## src/rtl/countdown_pkg.sv

```systemverilog
// Shared types and constants for the countdown preset entry front end.
package countdown_pkg;

    typedef enum logic [1:0] {
        IDLE,
        EDIT_H,
        EDIT_L,
        LOAD
    } preset_state_t;

    localparam logic [3:0] BCD_MAX    = 4'd9;
    localparam logic [1:0] EDIT_NONE  = 2'b00;
    localparam logic [1:0] EDIT_TENS  = 2'b01;
    localparam logic [1:0] EDIT_UNITS = 2'b10;

    // Single BCD digit step with 9 -> 0 wrap; never carries.
    function automatic logic [3:0] bcd_inc(input logic [3:0] d);
        return (d >= BCD_MAX) ? 4'd0 : d + 4'd1;
    endfunction

endpackage

```

## src/rtl/countdown_preset_entry_if.sv

```systemverilog
// Button inputs and preset/load outputs between the operator panel and the counter.
interface countdown_preset_entry_if;

    logic       btn_mode;
    logic       btn_inc;
    logic       btn_start;
    logic [3:0] PresetH;
    logic [3:0] PresetL;
    logic       load;
    logic [1:0] edit_sel;

    modport master (
        output btn_mode, btn_inc, btn_start,
        input  PresetH, PresetL, load, edit_sel
    );

    modport slave (
        input  btn_mode, btn_inc, btn_start,
        output PresetH, PresetL, load, edit_sel
    );

endinterface

```

## src/rtl/countdown_preset_entry_btn_debounce.sv

```systemverilog
// Raw pushbutton -> 2-flop synchroniser -> debounce counter -> one-cycle press event.
module btn_debounce #(
    parameter int unsigned DEBOUNCE_CYCLES = 20
) (
    input  logic clock,
    input  logic reset,
    input  logic raw,
    output logic press
);

    logic        sync1_q, sync1_d;
    logic        sync2_q, sync2_d;
    logic        level_q, level_d;
    logic        level_prev_q, level_prev_d;
    logic [15:0] cnt_q, cnt_d;

    always_comb begin
        sync1_d      = raw;
        sync2_d      = sync1_q;
        level_prev_d = level_q;
        level_d      = level_q;
        cnt_d        = '0;
        if (sync2_q != level_q) begin
            if (cnt_q + 16'd1 == 16'(DEBOUNCE_CYCLES)) begin
                level_d = sync2_q;
            end else begin
                cnt_d = cnt_q + 16'd1;
            end
        end
    end

    // Rising edge of the accepted level only; release and hold produce nothing.
    assign press = level_q & ~level_prev_q;

    always_ff @(posedge clock or posedge reset) begin
        if (reset) begin
            sync1_q      <= 1'b0;
            sync2_q      <= 1'b0;
            level_q      <= 1'b0;
            level_prev_q <= 1'b0;
            cnt_q        <= '0;
        end else begin
            sync1_q      <= sync1_d;
            sync2_q      <= sync2_d;
            level_q      <= level_d;
            level_prev_q <= level_prev_d;
            cnt_q        <= cnt_d;
        end
    end

endmodule

```

## src/rtl/countdown_preset_entry.sv

```systemverilog
// Preset edit FSM: sets a two-digit BCD start value and strobes it into the down-counter.
module countdown_preset_entry
    import countdown_pkg::*;
#(
    parameter int unsigned DEBOUNCE_CYCLES = 20,
    parameter logic [3:0]  DEFAULT_H       = 4'd6,
    parameter logic [3:0]  DEFAULT_L       = 4'd0
) (
    input  logic                     clock,
    input  logic                     reset,
    countdown_preset_entry_if.slave  bus
);

    logic p_mode, p_inc, p_start;

    btn_debounce #(.DEBOUNCE_CYCLES(DEBOUNCE_CYCLES)) u_db_mode (
        .clock(clock), .reset(reset), .raw(bus.btn_mode), .press(p_mode)
    );
    btn_debounce #(.DEBOUNCE_CYCLES(DEBOUNCE_CYCLES)) u_db_inc (
        .clock(clock), .reset(reset), .raw(bus.btn_inc), .press(p_inc)
    );
    btn_debounce #(.DEBOUNCE_CYCLES(DEBOUNCE_CYCLES)) u_db_start (
        .clock(clock), .reset(reset), .raw(bus.btn_start), .press(p_start)
    );

    preset_state_t state_q, state_d;
    logic [3:0]    h_q, h_d;
    logic [3:0]    l_q, l_d;
    logic          load_q, load_d;
    logic [1:0]    sel_q, sel_d;
    logic          nonzero;

    assign nonzero = (h_q != 4'd0) || (l_q != 4'd0);

    // start > mode > inc; a rejected zero start still swallows the lower-priority events.
    always_comb begin
        state_d = state_q;
        h_d     = h_q;
        l_d     = l_q;
        unique case (state_q)
            IDLE: begin
                if (p_start) begin
                    if (nonzero) state_d = LOAD;
                end else if (p_mode) begin
                    state_d = EDIT_H;
                end
            end
            EDIT_H: begin
                if (p_start) begin
                    if (nonzero) state_d = LOAD;
                end else if (p_mode) begin
                    state_d = EDIT_L;
                end else if (p_inc) begin
                    h_d = bcd_inc(h_q);
                end
            end
            EDIT_L: begin
                if (p_start) begin
                    if (nonzero) state_d = LOAD;
                end else if (p_mode) begin
                    state_d = EDIT_H;
                end else if (p_inc) begin
                    l_d = bcd_inc(l_q);
                end
            end
            LOAD:    state_d = IDLE;
            default: state_d = IDLE;
        endcase

        load_d = (state_d == LOAD);
        unique case (state_d)
            EDIT_H:  sel_d = EDIT_TENS;
            EDIT_L:  sel_d = EDIT_UNITS;
            default: sel_d = EDIT_NONE;
        endcase
    end

    always_ff @(posedge clock or posedge reset) begin
        if (reset) begin
            state_q <= IDLE;
            h_q     <= DEFAULT_H;
            l_q     <= DEFAULT_L;
            load_q  <= 1'b0;
            sel_q   <= EDIT_NONE;
        end else begin
            state_q <= state_d;
            h_q     <= h_d;
            l_q     <= l_d;
            load_q  <= load_d;
            sel_q   <= sel_d;
        end
    end

    assign bus.PresetH  = h_q;
    assign bus.PresetL  = l_q;
    assign bus.load     = load_q;
    assign bus.edit_sel = sel_q;

endmodule

```

## src/flat_wrapper.sv

```systemverilog
// flat-port wrapper written by rule: the top's interface ports become plain ports
module countdown_preset_entry_flat import countdown_pkg::*;
#(
    parameter int unsigned DEBOUNCE_CYCLES = 20,
    parameter logic [3:0]  DEFAULT_H       = 4'd6,
    parameter logic [3:0]  DEFAULT_L       = 4'd0
)
  (clock, reset, bus_btn_mode, bus_btn_inc, bus_btn_start, bus_PresetH, bus_PresetL, bus_load, bus_edit_sel);
  countdown_preset_entry_if bus_i ();
  input  logic clock;
  input  logic reset;
  input wire logic [$bits(bus_i.btn_mode)-1:0] bus_btn_mode;
  input wire logic [$bits(bus_i.btn_inc)-1:0] bus_btn_inc;
  input wire logic [$bits(bus_i.btn_start)-1:0] bus_btn_start;
  output wire logic [$bits(bus_i.PresetH)-1:0] bus_PresetH;
  output wire logic [$bits(bus_i.PresetL)-1:0] bus_PresetL;
  output wire logic [$bits(bus_i.load)-1:0] bus_load;
  output wire logic [$bits(bus_i.edit_sel)-1:0] bus_edit_sel;
  assign bus_i.btn_mode = bus_btn_mode;
  assign bus_i.btn_inc = bus_btn_inc;
  assign bus_i.btn_start = bus_btn_start;
  assign bus_PresetH = bus_i.PresetH;
  assign bus_PresetL = bus_i.PresetL;
  assign bus_load = bus_i.load;
  assign bus_edit_sel = bus_i.edit_sel;
  countdown_preset_entry #(.DEBOUNCE_CYCLES(DEBOUNCE_CYCLES), .DEFAULT_H(DEFAULT_H), .DEFAULT_L(DEFAULT_L)) u_core (.clock(clock), .reset(reset), .bus(bus_i));
endmodule
```

## config.mk

```make
export PLATFORM = sky130hd
export DESIGN_NAME = countdown_preset_entry_flat
export DESIGN_NICKNAME = d
export VERILOG_FILES = /design/src/rtl/countdown_pkg.sv /design/src/rtl/countdown_preset_entry_if.sv /design/src/rtl/countdown_preset_entry_btn_debounce.sv /design/src/rtl/countdown_preset_entry.sv /design/src/flat_wrapper.sv
export SDC_FILE = /design/constraint.sdc
export NUM_CORES = 1
export LEC_CHECK = 0
export CORE_MARGIN = 1
export CORE_UTILIZATION = 45
export DETAILED_ROUTE_END_ITERATION = 10
export HOLD_SLACK_MARGIN = 0.1
export PLACE_DENSITY_LB_ADDON = 0.3
export SETUP_SLACK_MARGIN = 0.4
export SLEW_MARGIN = 40
export SYNTH_ARGS = -nofsm -noshare
export SYNTH_HDL_FRONTEND = slang
export SYNTH_SLANG_ARGS = --single-unit
```

## constraint.sdc

```tcl
create_clock -name clock -period 3.25 [get_ports clock]
set_clock_uncertainty 0.2 [all_clocks]
set_input_delay 0.4875 -clock clock [delete_from_list [all_inputs] [get_ports clock]]
set_output_delay 0.4875 -clock clock [all_outputs]
set_load 0.005 [all_outputs]
```

==> results.toml, run 1 <==
[clocking]
clock_latency_ps = 340
root_buffer = "clkbuf_8"
cts.sinks = 73
clk_path_buf_depth = 2
cts_buffers = 9
htreeDepth = 3
cts_tree = "done"
hold_buffers = 0
cts_setup_buffers = 0
clk_pin_slew_ps = 80

[global_route]
grt_pass1_vias = 2564
antenna_found_initial = 0
grt_usage = 0.170
grt_use_met3 = 0.0439
grt_max_degree = 59
gr-total-overflow = 0
grt-busiest-layer = "met2"
met1_usage = 0.218
grt_pass1_wl_mm = 11.7
use_met2 = 0.272

[setup_path]
setup.worst_path.start_class = "register"
critPathRequiredTime_ps = 3270
r2r_cells = 7
setup.worst_path.class = "register to register"
cp.arrival_ps = 2640
crit_path_end_kind = "register"
r2r-end = "u_core.u_db_start.level_prev_d"
cp_max_fo = 6
reg2reg_slack_ps = 630
r2r_start = "u_core.u_db_start.cnt_q[0]"

[logic_synthesis]
synth-seq-area-share = 0.487
syn_inst = 378
async_flop_share = 1.00
synth_warnings = 0
synth_seq_cells = 73
synth_edf_count = 0
syn-num-nets = 394
synth-main-ff-cell = "dfrtp_1"
netlist_area_sq_um = 3750
synth.distinct_cells = 49
avgSynthCellArea_sq_um = 9.93

[power]
power.leakage_uw = 0.00176
ir_worst_vdd_mv = 0.247
power.density_nw_per_um2 = 413

[die]
ios = 16
fp.dieH_microns = 93.3
start_util = 0.476
core_area_sq_um = 7890
die_w_microns = 93.3
fp-row-count = 32
dieArea_sq_um = 8710

[final_layout]
nets = 407
final_area_sq_um = 4210
insertedDiodeCount = 0
drive_above_1_share = 0.106
area_growth_pct = 12.1

[timing]
slew_headroom = 0.517
setup_viol = 0
hold_viol = 0
fmax_mhz = 382
period_minus_slack_ps = 2620
rsz0062_at_grt = "false"
fin_tns_setup_ps = 0
drv_slew = 0
period_share = 0.806
worst_pin_slew_ps = 718

[detailed_routing]
detail-route-antenna-nets = 0
vias = 2651
wl_per_cell_microns = 13.0
drt_iter0_drc = 130
via_per_inst = 5.32
remaining_drc_errors = 0
wirelength_mm = 6.48
firstDrtPassIters = 4

[status]
outcome = "finished clean"

[flow_run]
max-cap-violations = 0

[placed_design]
place_area_sq_um = 3990
portBuffers = 15
hpwl_mm = 4.60
globalplace.congestion = 0.878

[worst_hold_path]
hold_depth = 0
hold_start = "u_core.u_db_inc.sync1_q"
holdPathEnd = "u_core.u_db_inc.sync2_q"
hp-class = "register to register"
worst max-delay path by stage:
stage / cells past startpoint / from / end / slack (ps)
2_1_floorplan: 1 / reset / u_core.bus.PresetH[0] / 710
3_3_place_gp: 7 / u_core.u_db_start.cnt_q[0] / u_core.u_db_start.cnt_q[2] / 680
6_report: 7 / u_core.u_db_start.cnt_q[0] / u_core.u_db_start.level_prev_d / 630
4_1_cts: 7 / u_core.u_db_start.cnt_q[0] / u_core.u_db_start.cnt_q[12] / 520
3_5_place_dp: 7 / u_core.u_db_start.cnt_q[0] / u_core.u_db_start.cnt_q[6] / 560
5_1_grt: 7 / u_core.u_db_start.cnt_q[0] / u_core.u_db_start.cnt_q[7] / 410
layer usage:
layer,wire length (microns),part of all wire
met5,0,0
met2,3080,0.48
met3,196,0.030
met4,89,0.014
met1,3120,0.48
what timing repair did:
action | CTS | global route
setup endpoints to repair | 0 | 23
gates resized for setup | 0 | 2
endpoints found under the hold margin | 0 | 0
Yosys cell counts, drive strengths merged, types with 6 or more instances:
cell type / count / area [sq um]
clkbuf: 8 / 31.3
inv: 19 / 71.3
ha: 11 / 138
buf: 6 / 36.3
xnor2: 33 / 289
nor3: 13 / 70.1
nand2: 19 / 71.3
nor2: 65 / 269
nand4: 16 / 115
nand3: 24 / 120
nor4: 8 / 50.1
dfrtp: 71 / 1780
xor2: 17 / 149
critical path, stage by stage (launching register included):
cell     delay [ps]
dfrtp_1         400
ha_1            290
nand2_1         170
nor4_1          450
a31oi_1         140
nor4_1          370
nand4_1         180
mux2_2          300
layout by cell type (no fill, tap or decap), drive strengths merged, types with 8 or more instances in the layout:
cell,count
clkbuf,13
nor2,65
nor4,8
nor3,13
xnor2,33
nand4,16
clkdlybuf4s50,15
nand2,19
dfrtp,71
inv,19
ha,11
xor2,17
nand3,24
sequential cells by signal (all words and copies together), names as in the netlist, 2 cells and up:
name,cells
u_core.bus.PresetL,4
u_core.u_db_start.cnt_q,16
u_core.state_q,2
u_core.bus.PresetH,4
u_core.u_db_mode.cnt_q,16
u_core.u_db_inc.cnt_q,16
u_core.bus.edit_sel,2
final cells by class:
class                   count  area (sq um)
inverters                  19          71.3
flip-flops and latches     73          1830
multi-input cells         272          1790
fillers                   691          3680
well taps                 102           128
clock buffers              13           169
repair buffers             16           170
clock inverters             3          47.5
report_power, final:
group / switching (uW) / leakage [uW] / total (uW) / internal [uW]
logic: 38.7 / 0.000657 / 58.4 / 19.8
registers: 13.5 / 0.000991 / 934 / 921
clock network: 324 / 0.000110 / 744 / 421
logic make-up after synthesis:
family	count (synthesis)	synth area share
flops	73	0.487
xor+xnor	50	0.117
buf+inv	33	0.0370
mux	6	0.0170
compound gates	33	0.0673
fa+ha+maj	11	0.0367
simple gates	172	0.238
stage by stage:
| step | utilization | hold slack [ps] | total power (uW) | worst slack [ps] | instances |
|---|---|---|---|---|---|
| 2_1_floorplan | - | 131 | 994 | 713 | 378 |
| 3_3_place_gp | 0.505 | 135 | 1010 | 678 | 482 |
| 3_5_place_dp | 0.505 | 140 | 1010 | 558 | 482 |
| 4_1_cts | 0.533 | 162 | 1770 | 523 | 498 |
| 5_1_grt | 0.534 | 168 | 1820 | 413 | 498 |
| 6_report | 0.534 | 158 | 1740 | 632 | 498 |
(Power assumes the default switching activity.)
==> run 2, diff against run 1 <==
- clock period: 3.25 -> 2.2 ns (I/O delays scaled with it)
==> results.toml, run 2 (same netlist as run 1, synthesis figures left out) <==
[timing]
fin_tns_setup_ps = -367
setup_slack_ps = -54.7
slew_headroom = 0.720
period_minus_slack_ps = 2250
setup_viol = 13
worst_pin_slew_ps = 415
hold_viol = 0
fmax_mhz = 444
drv_slew = 0
rsz0062_at_grt = "true"
period_share = 1.02

[setup_path]
path_buf_inv = 1
setup.worst_path.class = "register to register"
r2r_start = "u_core.u_db_inc.cnt_q[0]"
setup.worst_path.start_class = "register"
r2r-end = "u_core.u_db_inc.cnt_q[8]"
crit_path_end_kind = "register"
crit_chain = "ha_4 > nand3_4 > or4_4 > nor3b_4 > o32a_1 > a41o_1 > buf_12 > nor2_2"
cpLargestDelayFamily = "simple AND/OR/NAND/NOR gates"
reg2reg_slack_ps = -50
cp.arrival_ps = 2330
cpMaxStageDelayCell = "or4_4"
cp_slowest_stage_delay_ps = 440
cp_max_fo = 12
r2r_cells = 8
critPathRequiredTime_ps = 2270

[flow_run]
max-cap-violations = 0

[clocking]
clock_latency_ps = 340
cts.sinks = 73
root_buffer = "clkbuf_8"
clk_path_buf_depth = 2
cts_buffers = 9
htreeDepth = 3
clk_pin_slew_ps = 80
cts_tree = "done"

[die]
ios = 16
dieArea_sq_um = 8710
core_area_sq_um = 7890
fp.dieH_microns = 93.3
start_util = 0.476
fp-row-count = 32
die_w_microns = 93.3

[worst_hold_path]
hold_depth = 0
holdPathEnd = "u_core.u_db_inc.sync2_q"
hold_start = "u_core.u_db_inc.sync1_q"
hp-class = "register to register"

[status]
violations = "setup timing"
outcome = "finished, violations left"

[power]
power.leakage_uw = 0.00239
ir_worst_vdd_mv = 0.264
pwr-share-clk = 0.432
power.density_nw_per_um2 = 503
switching_share = 0.230
pwr-share-seq = 0.504
finalPower_uw = 2740
pwr-share-comb = 0.064
p_switching_uw = 631
p_int_uw = 2110

[global_route]
grt_max_degree = 66
grt_usage = 0.197
antenna_found_initial = 0
grt_pass1_wl_mm = 13.5
gr-total-overflow = 0
grt_pass1_vias = 3022

[placed_design]
hpwl_mm = 5.08
place_area_sq_um = 4420
globalplace.congestion = 0.864
portBuffers = 15

[detailed_routing]
wirelength_mm = 9.09
wl_per_cell_microns = 15.7
via_per_inst = 5.43
remaining_drc_errors = 0
vias = 3142
drt_iter0_drc = 108
detail-route-antenna-nets = 0
firstDrtPassIters = 4

[final_layout]
insertedDiodeCount = 0
final_area_sq_um = 5460
drive_above_1_share = 0.430
nets = 488
top_regs = "u_core.u_db_inc.cnt_q x16, u_core.u_db_mode.cnt_q x16, u_core.u_db_start.cnt_q x16"
layout.cells.most_common = "buf_4"
area_growth_pct = 45.3
final_cell_mix = "buf_4 (75), dfrtp_1 (59), xnor2_1 (33), nor2_1 (30), nor2_4 (23)"
run 2: through the flow:
step | hold WS, ps | instances | utilization | setup slack (ps)
finish | 151 | 579 | 0.692 | -54.7
global route | 169 | 579 | 0.692 | -134
CTS | 150 | 556 | 0.635 | -39.7
detailed placement | 135 | 518 | 0.561 | -21.2
global placement | 132 | 518 | 0.561 | 43.5
floorplan | 131 | 378 | - | 40.1
run 2: worst max-delay path by stage:
stage | slack [ps] | from | cells after the start | endpoint
2_1_floorplan | 40 | u_core.u_db_inc.cnt_q[6] | 7 | u_core.u_db_inc.cnt_q[4]
3_3_place_gp | 40 | u_core.u_db_inc.cnt_q[0] | 8 | u_core.u_db_inc.cnt_q[4]
3_5_place_dp | -20 | u_core.u_db_inc.cnt_q[0] | 8 | u_core.u_db_inc.cnt_q[6]
4_1_cts | -40 | u_core.u_db_inc.cnt_q[0] | 8 | u_core.u_db_inc.cnt_q[6]
5_1_grt | -130 | u_core.u_db_inc.cnt_q[0] | 9 | u_core.u_db_inc.cnt_q[2]
6_report | -50 | u_core.u_db_inc.cnt_q[0] | 8 | u_core.u_db_inc.cnt_q[8]
run 2: power by group through the flow:
stage / Sequential (uW) / Clock [uW] / Combinational (uW)
floorplan: 1400 / 0 / 82.0
global placement: 1400 / 0 / 127
detailed placement: 1410 / 0 / 130
CTS: 1380 / 1210 / 161
global route: 1380 / 1270 / 196
finish: 1380 / 1190 / 176
run 2: timing repair:
action,in CTS,in global routing
pin swaps,11,26
endpoints found under the setup margin,52,51
hold buffers,1,0
cloned,0,1
gates resized for setup,58,55
buffers inserted,21,22
endpoints found under the hold margin,8,0
run 2: final cells by class:
cell class,count,area (sq um)
Fill cell,530,2430
Multi-Input combinational cell,272,2330
Sequential cell,73,1840
Timing Repair Buffer,97,847
Clock buffer,10,138
Tap cell,102,128
Clock inverter,6,88.8
Inverter,19,77.6
run 2: layer usage:
layer | routed length [microns] | vias to the layer above | GRT usage
li1 | - | 1505 | -
met1 | 3960 | 1578 | 0.253
met2 | 4820 | 50 | 0.332
met3 | 194 | 9 | 0.0366
met4 | 120 | 0 | 0.0731
met5 | 0 | - | 0
==> run 3, diff against run 2 <==
- CAP_MARGIN: not set -> 20
==> results of run 3 <==
No change in the layout: final DEF, timing and power equal those of run 2.
==> RTL change (flow settings as in run 2) <==
`BCD_MAX`: 4'd9 -> 4'd4.
--- a/src/rtl/countdown_pkg.sv
+++ b/src/rtl/countdown_pkg.sv
@@ -8,7 +8,7 @@
         LOAD
     } preset_state_t;
 
-    localparam logic [3:0] BCD_MAX    = 4'd9;
+    localparam logic [3:0] BCD_MAX    = 4'd4;
     localparam logic [1:0] EDIT_NONE  = 2'b00;
     localparam logic [1:0] EDIT_TENS  = 2'b01;
     localparam logic [1:0] EDIT_UNITS = 2'b10;
Function: no difference found for any inputs over 10 cycles, from zero or initial values and one cycle with reset high; that may be too few to reach the edited logic, so the function may still have changed.
==> RTL change against run 2 <==
- sequential cell count is the same
- via count shrank 8.2%
- largest power group unchanged
- total power grew 4.2%
- maximum frequency is essentially flat
- routed wire length shrank 5.1%
- final area is 4.1% lower
- utilization down 1.1 points
- count of clock-buffer cells in the layout shrank 1
- clock power rose by 11%
- the flow still finishes with violations (negative setup slack)
- worst setup slack hardly changed
- synthesized area decreased by 5.4%
- die area down 5.3%
- hold slack improved by 9.4 ps
==> RTL change: results (changes against run 2) <==
Leading cell types by count after synthesis: dfrtp_1 (71), nor2_1 (63), xnor2_1 (28), nand2_1 (23), nand3_1 (20) (was dfrtp_1 (71), nor2_1 (55), xnor2_1 (33), nand3_1 (24)). The number of vias after detailed routing is 2883 (was 3142). End point of the worst hold path: u_core.u_db_start.sync2_q (was u_core.u_db_inc.sync2_q).

The number of cell instances on the worst register-to-register path came out at 6 (was 8). The tools report the startpoint of the lowest-slack register-to-register path as u_core.u_db_inc.cnt_q[1] (was u_core.u_db_inc.cnt_q[0]). The worst hold slack is 160.6 ps (was 151.2 ps), and the met2 track demand over resource in global routing is 35.35% (was 33.21%). The worst slew margin relative to its limit is 66.21% (was 72.00%). The run finished, with violations left. Total routing usage reported by global routing: 20.76% (was 19.74%). For the total negative setup slack, the log shows -420.8 ps (was -366.5 ps). The run gives 349 (was 378) as the cell count after synthesis. Biggest area contributors in the synthesized netlist: dfrtp_1 (50%), xnor2_1 (6.9%), nor2_1 (6.7%) (was dfrtp_1 (47%), xnor2_1 (7.7%), nor2_1 (5.5%)).

The final worst slack is -54.46 ps (was -54.73 ps). The tools report the filler cell count in the final layout as 561 (was 530). The tools report the arrival time at the worst endpoint as 2300 ps (was 2330 ps). The run gives 8.630 mm (was 9.090 mm) as the aggregate routed wire length. Failing checks: negative setup slack (unchanged). The maximum number of pins on one net before global-route repair is 40 (was 66).

For the count of final setup violators, the log shows 11 (was 13). The sequential cell area fraction in the yosys report is 51.48% (was 48.72%). The met3 usage was 4.882% (was 3.659%). The run gives 25.63% (was 25.34%) as the met1 usage in global routing. The run gives 4.789 mm (was 5.081 mm) as the half-perimeter wire length after detailed placement.

The run gives 13.63 mm (was 13.48 mm) as the wire length of the first global-routing pass. The cell count after placement is 503 (was 518).
## RTL change: changes by cell type after synthesis, sizes merged, moves of 4 or more
cell / change
nor3: -4
inv: -5
nand2: +4
clkbuf: -4
xnor2: -5
ha: -4
buf: -4
and2: +6
nand3: -4
or3: +5
a21oi: -4
nor4: +5
## RTL change: logic make-up after synthesis
| logic type | count (synthesis) | share of synthesized area (%) |
|---|---|---|
| and+or+nand+nor | 174 | 25.53 |
| DFF | 73 | 51.48 |
| xor gates and xnor gates | 45 | 11.09 |
| AOI/OAI and AO/OA | 25 | 5.669 |
| buffers and inverters | 20 | 2.183 |
| adders and majority gates | 7 | 2.465 |
| muxes | 5 | 1.584 |
## RTL change: repair_timing
| action | 4_1_cts | 5_1_grt |
|---|---|---|
| setup endpoints to repair | 41 | 41 |
| pin swaps | 11 | 13 |
| setup buffers | 21 | 12 |
| resized for setup | 56 | 46 |
## RTL change: critical path, cell delays in order (launching register included)
cell       delay, ps
dfrtp_1          420
ha_4             190
or4b_4           470
o211ai_1         120
o2111ai_2        230
nor3_2           210
mux2_4           320
## RTL change: worst max path at each step
stage,to,slack [ps],startpoint
5_1_grt,u_core.u_db_inc.cnt_q[14],-140,u_core.u_db_inc.cnt_q[5]
3_3_place_gp,u_core.u_db_inc.level_prev_d,-40,u_core.u_db_inc.cnt_q[1]
2_1_floorplan,u_core.u_db_inc.level_prev_d,6,u_core.u_db_inc.cnt_q[0]
6_report,u_core.u_db_inc.level_prev_d,-50,u_core.u_db_inc.cnt_q[1]
3_5_place_dp,u_core.u_db_inc.level_prev_d,-80,u_core.u_db_inc.cnt_q[2]
4_1_cts,u_core.u_db_inc.level_prev_d,-30,u_core.u_db_inc.cnt_q[1]
## RTL change: through the flow
| stage | utilization (%) | worst slack (ps) |
|---|---|---|
| floorplan | - | 6.154 |
| global placement | 55.96 | -37.61 |
| detailed placement | 55.96 | -80.54 |
| CTS | 64.47 | -28.12 |
| global route | 68.08 | -135.2 |
| finish | 68.08 | -54.46 |
## RTL change: layer usage
metal / share of wire [%] / vias up
met5: 0 / -
met4: 2.3 / 0
met3: 2.7 / 17
met2: 53 / 57
met1: 42 / 1408
li1: - / 1401
## RTL change: power breakdown
group | total [uW] | switching (uW) | internal (uW)
registers | 1390 | 24.8 | 1360
clock network | 1320 | 554 | 767
logic | 150 | 83.4 | 66.7
## RTL change: cell type report
| class | instances | share of cell area (%) |
|---|---|---|
| Tap cell | 102 | 2.438 |
| Clock buffer | 9 | 2.367 |
| Inverter | 14 | 1.124 |
| Clock inverter | 7 | 2.415 |
| Sequential cell | 73 | 35.33 |
| Timing Repair Buffer | 91 | 14.30 |
| Multi-Input combinational cell | 256 | 42.03 |
